### src/rtl/audio_rd_sched.sv
// Audio FIFO read scheduler: issues bursts of FIFO reads in the horizontal
// blanking interval after START_H, and tracks per-frame audio presence.
module audio_rd_sched #(
  parameter int START_H    = 1530,
  parameter int BURST_LEN  = 32,
  parameter int GAP_LEN    = 4,
  parameter int MAX_BURSTS = 8
) (
  input  logic        fifo_clk,
  input  logic        sys_rst,
  input  logic [11:0] hcnt,
  input  logic [11:0] vcnt,
  input  logic        vde,
  input  logic        aempty,
  input  logic [3:0]  a_left,
  output logic        rd_en,
  output logic        audio_on,
  output logic        underrun,
  output logic [3:0]  burst_cnt
);

  localparam logic [1:0] IDLE  = 2'd0;
  localparam logic [1:0] ARMED = 2'd1;
  localparam logic [1:0] BURST = 2'd2;
  localparam logic [1:0] GAP   = 2'd3;

  localparam logic [11:0] START_H_C = 12'(START_H);
  localparam logic [5:0]  LAST_BEAT = 6'(BURST_LEN - 1);
  localparam logic [3:0]  LAST_GAP  = 4'(GAP_LEN - 1);
  localparam logic [3:0]  MAX_B     = 4'(MAX_BURSTS);

  logic [1:0] state;
  logic       init;
  logic       seen;
  logic       more;
  logic       frame_start_q;
  logic [5:0] beat_cnt;
  logic [3:0] gap_cnt;
  logic [3:0] a_left_q;

  logic frame_start;
  logic at_start;
  logic last_beat;
  logic last_gap;
  logic a_drop;
  logic can_continue;

  // Frame start is qualified so a stalled counter cannot reload audio_on twice.
  assign frame_start  = (vcnt == 12'd0) && (hcnt == 12'd0) && !frame_start_q;
  assign at_start     = (hcnt == START_H_C);
  assign last_beat    = (beat_cnt == LAST_BEAT);
  assign last_gap     = (gap_cnt == LAST_GAP);
  assign a_drop       = (a_left < a_left_q);
  assign can_continue = more && !aempty && (burst_cnt < MAX_B);

  always_ff @(posedge fifo_clk) begin
    if (sys_rst) begin
      state         <= IDLE;
      rd_en         <= 1'b0;
      underrun      <= 1'b0;
      audio_on      <= 1'b0;
      burst_cnt     <= 4'd0;
      init          <= 1'b0;
      seen          <= 1'b0;
      more          <= 1'b0;
      frame_start_q <= 1'b0;
      beat_cnt      <= 6'd0;
      gap_cnt       <= 4'd0;
      a_left_q      <= 4'd0;
    end else begin
      // NOTE: all state uses non-blocking assignments so every branch below
      // reads the pre-edge values, independent of statement order.
      a_left_q      <= a_left;
      frame_start_q <= (vcnt == 12'd0) && (hcnt == 12'd0);

      if (vde) init <= 1'b1;

      if (frame_start) begin
        audio_on <= seen;
        seen     <= !aempty;
      end else if (!aempty) begin
        seen <= 1'b1;
      end

      // NOTE: pulse outputs get a default here and are only raised by the
      // branches that want them, so they can never stick high.
      rd_en    <= 1'b0;
      underrun <= 1'b0;

      if (vde) begin
        state <= IDLE;
      end else begin
        case (state)
          IDLE: begin
            if (init && !aempty) state <= ARMED;
          end
          ARMED: begin
            if (aempty) begin
              state <= IDLE;
            end else if (at_start) begin
              state     <= BURST;
              beat_cnt  <= 6'd0;
              burst_cnt <= 4'd0;
              more      <= 1'b0;
              rd_en     <= 1'b1;
            end
          end
          BURST: begin
            beat_cnt <= beat_cnt + 6'd1;
            underrun <= aempty;
            if (a_drop) more <= 1'b1;
            if (last_beat) begin
              state   <= GAP;
              gap_cnt <= 4'd0;
              if (burst_cnt != 4'hF) burst_cnt <= burst_cnt + 4'd1;
            end else begin
              rd_en <= !aempty;
            end
          end
          GAP: begin
            if (last_gap) begin
              if (can_continue) begin
                state    <= BURST;
                beat_cnt <= 6'd0;
                more     <= 1'b0;
                rd_en    <= 1'b1;
              end else begin
                state <= IDLE;
              end
            end else begin
              gap_cnt <= gap_cnt + 4'd1;
            end
          end
          default: state <= IDLE;
        endcase
      end

      // Line start wins over any same-cycle increment.
      if (hcnt == 12'd0) burst_cnt <= 4'd0;
    end
  end

endmodule

### config.mk
export PLATFORM = sky130hd
export DESIGN_NAME = audio_rd_sched
export DESIGN_NICKNAME = d
export VERILOG_FILES = /design/src/rtl/audio_rd_sched.sv
export SDC_FILE = /design/constraint.sdc
export NUM_CORES = 1
export LEC_CHECK = 0
export BUFFER_PORTS_ARGS = -buffer_cell sky130_fd_sc_hd__buf_2
export CAP_MARGIN = 0
export CORE_MARGIN = 4
export CORE_UTILIZATION = 45
export CTS_CLUSTER_DIAMETER = 200
export DETAILED_ROUTE_END_ITERATION = 16
export GPL_TIMING_DRIVEN = 1
export PLACE_DENSITY = 0.72
export SETUP_SLACK_MARGIN = 0.02
export SLEW_MARGIN = 20
export SYNTH_ARGS = -nofsm -noshare
export SYNTH_HDL_FRONTEND = slang
export SYNTH_SLANG_ARGS = --single-unit
### constraint.sdc
create_clock -name fifo_clk -period 2 [get_ports fifo_clk]
set_input_delay 0.3 -clock fifo_clk [delete_from_list [all_inputs] [get_ports fifo_clk]]
set_output_delay 0.3 -clock fifo_clk [all_outputs]
set_load 0.1 [all_outputs]
==> out/metrics.sh <==
NUMCTSBUFFERS=3
POSTSYNTH.TOPFLOPCELL='sky130_fd_sc_hd__dfxtp_1'
DPL.HPWL_MM=2.844
CRIT_PATH_MAX_FANOUT=3
POSTSYNTHCELLCOUNT=171
ANTENNA_FOUND_INITIAL=0
MAX_CLOCK_FREQ_MHz=529.2
FINAL_MIN_PERIOD_OVER_CLOCK_PERIOD_PCT=94.49
SYNTH_TOP_AREA_SHARE_PCT=36.42
AVGVIACOUNTPERCELL=5.630
START_UTIL_PCT=47.82
SYNTH_EDF_COUNT=0
SYNTH_COMMONEST_CELLS='27 x sky130_fd_sc_hd__dfxtp_1, 11 x sky130_fd_sc_hd__ha_1, 11 x sky130_fd_sc_hd__inv_1, 11 x sky130_fd_sc_hd__nor2_1, 10 x sky130_fd_sc_hd__nand2_1'
MULTIINPUTGATEAREA_SQ_UM=962.2
FIN_WS_PS=110.2
ANTENNA_VIOLATING_NETS_POST_ROUTE=0
POST-LAYOUT-TOTAL-POWER_uW=890.7
POST_SYNTH_NET_TOTAL=214
RELSLEWSLACK_PCT=67.59
RSZ0062_AT_GRT='no'
SYN_AREA_SQ_UM=1484
MAX_CAP_VIOLATIONS=0
CLKLATENCYLATEPIN_PS=330
CTS_ROOT_BUF='sky130_fd_sc_hd__clkbuf_4'
LEAKAGE_uW=0.0007639
SLEW_VIOL_FINAL=0
NUM-FILL-CELLS=281
CRITPATHLAUNCHTYPE='flop'
COUNT_OF_DISTINCT_CELL_TYPES_IN_THE_SYNTHESIZED_NETLIST=46
CLOCK_TREE.HTREE_LEVEL_COUNT=1
DRT_WL_TOTAL_MM=3.788
SYNTH_MOST_COMMON_CELL='sky130_fd_sc_hd__dfxtp_1'
PLACE_AREA_SQ_UM=1808
YOSYS-TOP-CELLS-AREA='sky130_fd_sc_hd__dfxtp_1 36%, sky130_fd_sc_hd__ha_1 9.3%, sky130_fd_sc_hd__nand3_1 3.0%, sky130_fd_sc_hd__nor3_1 3.0%, sky130_fd_sc_hd__nand2b_1 3.0%'
WORST-ENDPOINT-REQUIRED_PS=2240
DIE-AREA_SQ_UM=4280
PLACE.PORT_BUFFERS=38
ROUTED-VIA-COUNT=1492
FIRST_PASS_ITERS=4
HP-CLASS='in2reg'
SETUP-VIOLATIONS-FINAL=0
SYNTHTOLAYOUTAREAGROWTH_PCT=29.34
IO-PIN-COUNT=39
ROUTE.DETAILED.WL_PER_INST_UM=14.29
WORSTMARGINPINSLEW_PS=478.6
TIMING.CRITICAL_PATH.TO_TYPE='flop'
POST_ROUTE_CELLS_DRIVE_ABOVE_1_SHARE_PCT=34.39
POSTSYNTHAREAPERCELL_SQ_UM=8.678
PERIOD_MINUS_SLACK_PS=1890
GROUTE.USAGE.OVERALL_PCT=18.11
CTS.HOLD.BUFFERS_ADDED=0
DIE_W_UM=65.43
TRITONCTS_NUM_SINKS=27
FINALNETCOUNT=265
DRC_ERRORS=0
CTS_TREE='built'
INSERTEDDIODECOUNT=0
SEQ_AREA_FRAC_SYNTH_PCT=36.42
FIN_HOLD_WS_PS=203.5
POWER_DENSITY_nW_PER_UM2=464.1
ASYNC_FLOP_SHARE_PCT=0
GRT_PASS1_VIAS=1505
FINAL_HOLD_VIOL_COUNT=0
GP_CONGESTION=0.8498
YS_WARN_COUNT=0
GRT_START_MAX_NET_PINS=19
DIE_H_UM=65.43
POST-CTS-SETUP-BUFFERS=0
COREAREA_SQ_UM=3103
VDD_DROP_MAX_mV=0.3946
WORST_SETUP_HOLD_PATH_CLK_SLEW_PS=150
FINCLKSKEW_PS=3.354
FIRST_PASS_GRT_WIRE_LENGTH_MM=6.230
PLACED_CELLS=261
ARRIVAL_PS=2130
NUM_ROWS=20
DESIGN_AREA_SQ_UM=1919
TIMING.SETUP.CRITICAL_PATH_CLASS='reg2reg'
STDCELL_COUNT=265
SYNTH_SEQ_CELLS=27
PRE_CTS_WS_PS=-124.5
CTS_BUFFER_DEPTH=2
YOSYS.AREA.TOP_TYPE='sky130_fd_sc_hd__dfxtp_1'
FINAL-SEQ-AREA_SQ_UM=549.3
GLOBALROUTEOVERFLOWTOTAL=0
STATUS='complete, no violations'
DR.FIRST_ITER.DRC_COUNT=62
[path summary, 6_finish.rpt]
check | from | end | cells past startpoint | slack, ps
worst min-delay path | a_left[0] | a_left_q[0] | 2 | 200
worst min register to register | beat_cnt[0] | beat_cnt[0] | 1 | 480
worst max-delay path | state[0] | beat_cnt[4] | 7 | 110
worst max register to register | state[0] | beat_cnt[4] | 7 | 110
[kinds of logic (layout without fill, tap and decap cells)]
family,after synthesis,in the layout,synth area share (%)
compound gates,39,39,18.80
buf+inv,16,66,4.047
mux,2,2,1.349
fa+ha+maj,11,11,9.275
xor+xnor,2,2,1.181
flops,27,27,36.43
simple gates,74,74,28.92
[what timing repair did]
action                                  in CTS  in global routing
endpoints found under the setup margin       4                 14
resized for setup                            1                 19
pin swaps                                    0                  1
[worst max-delay path: stages (launching register included)]
cell                      delay [ps]
sky130_fd_sc_hd__dfxtp_1         360
sky130_fd_sc_hd__inv_1            60
sky130_fd_sc_hd__ha_2            180
sky130_fd_sc_hd__or4b_4          520
sky130_fd_sc_hd__o32ai_4         150
sky130_fd_sc_hd__o21a_1          220
sky130_fd_sc_hd__nand2_1          60
sky130_fd_sc_hd__a32o_1          250
[flip-flops by register name, indices dropped and copies added, names as in the netlist]
signal	cells
beat_cnt	6
a_left_q	4
burst_cnt	4
gap_cnt	4
state	2
audio_on	1
frame_start_q	1
init	1
more	1
rd_en	1
seen	1
underrun	1
[power by group]
group	leakage, uW	total [uW]	switching, uW	internal, uW
logic	0.000524	105	55.6	48.9
clock network	0.0000177	238	163	75.1
registers	0.000222	548	3.51	545
total	0.000764	891	222	669
[final cells by class]
class / count / area share [%]
timing repair buffer: 50 / 14.60
sequential: 27 / 28.62
tap: 44 / 2.868
inverter: 12 / 2.347
clock inverter: 1 / 0.2608
clock buffer: 3 / 1.173
multi-input combinational: 128 / 50.13
[placed cells by master, fill, tap and decap left out, types with 8 or more instances in the layout]
cell type and instances:
sky130_fd_sc_hd__nand3_1 8, sky130_fd_sc_hd__buf_2 38, sky130_fd_sc_hd__inv_1 11, sky130_fd_sc_hd__dfxtp_1 22, sky130_fd_sc_hd__ha_1 8, sky130_fd_sc_hd__buf_4 12
sky130_fd_sc_hd__nor2_1 10, sky130_fd_sc_hd__nand2_1 10
[per-layer routing]
layer	track usage (%)	up-vias	share of wire, %
met5	0	-	0
met4	7.254	0	1.7
met3	2.735	7	7.1
met2	34.13	53	51
met1	20.02	696	40
li1	-	736	-
[through the flow]
step	setup TNS (ps)	util [%]
2_1_floorplan	0	-
3_3_place_gp	-333.2	58.27
3_5_place_dp	-594.2	58.27
4_1_cts	0	59.40
5_1_grt	0	61.85
6_report	0	61.85
No activity file was read; power rests on OpenSTA's default activity.
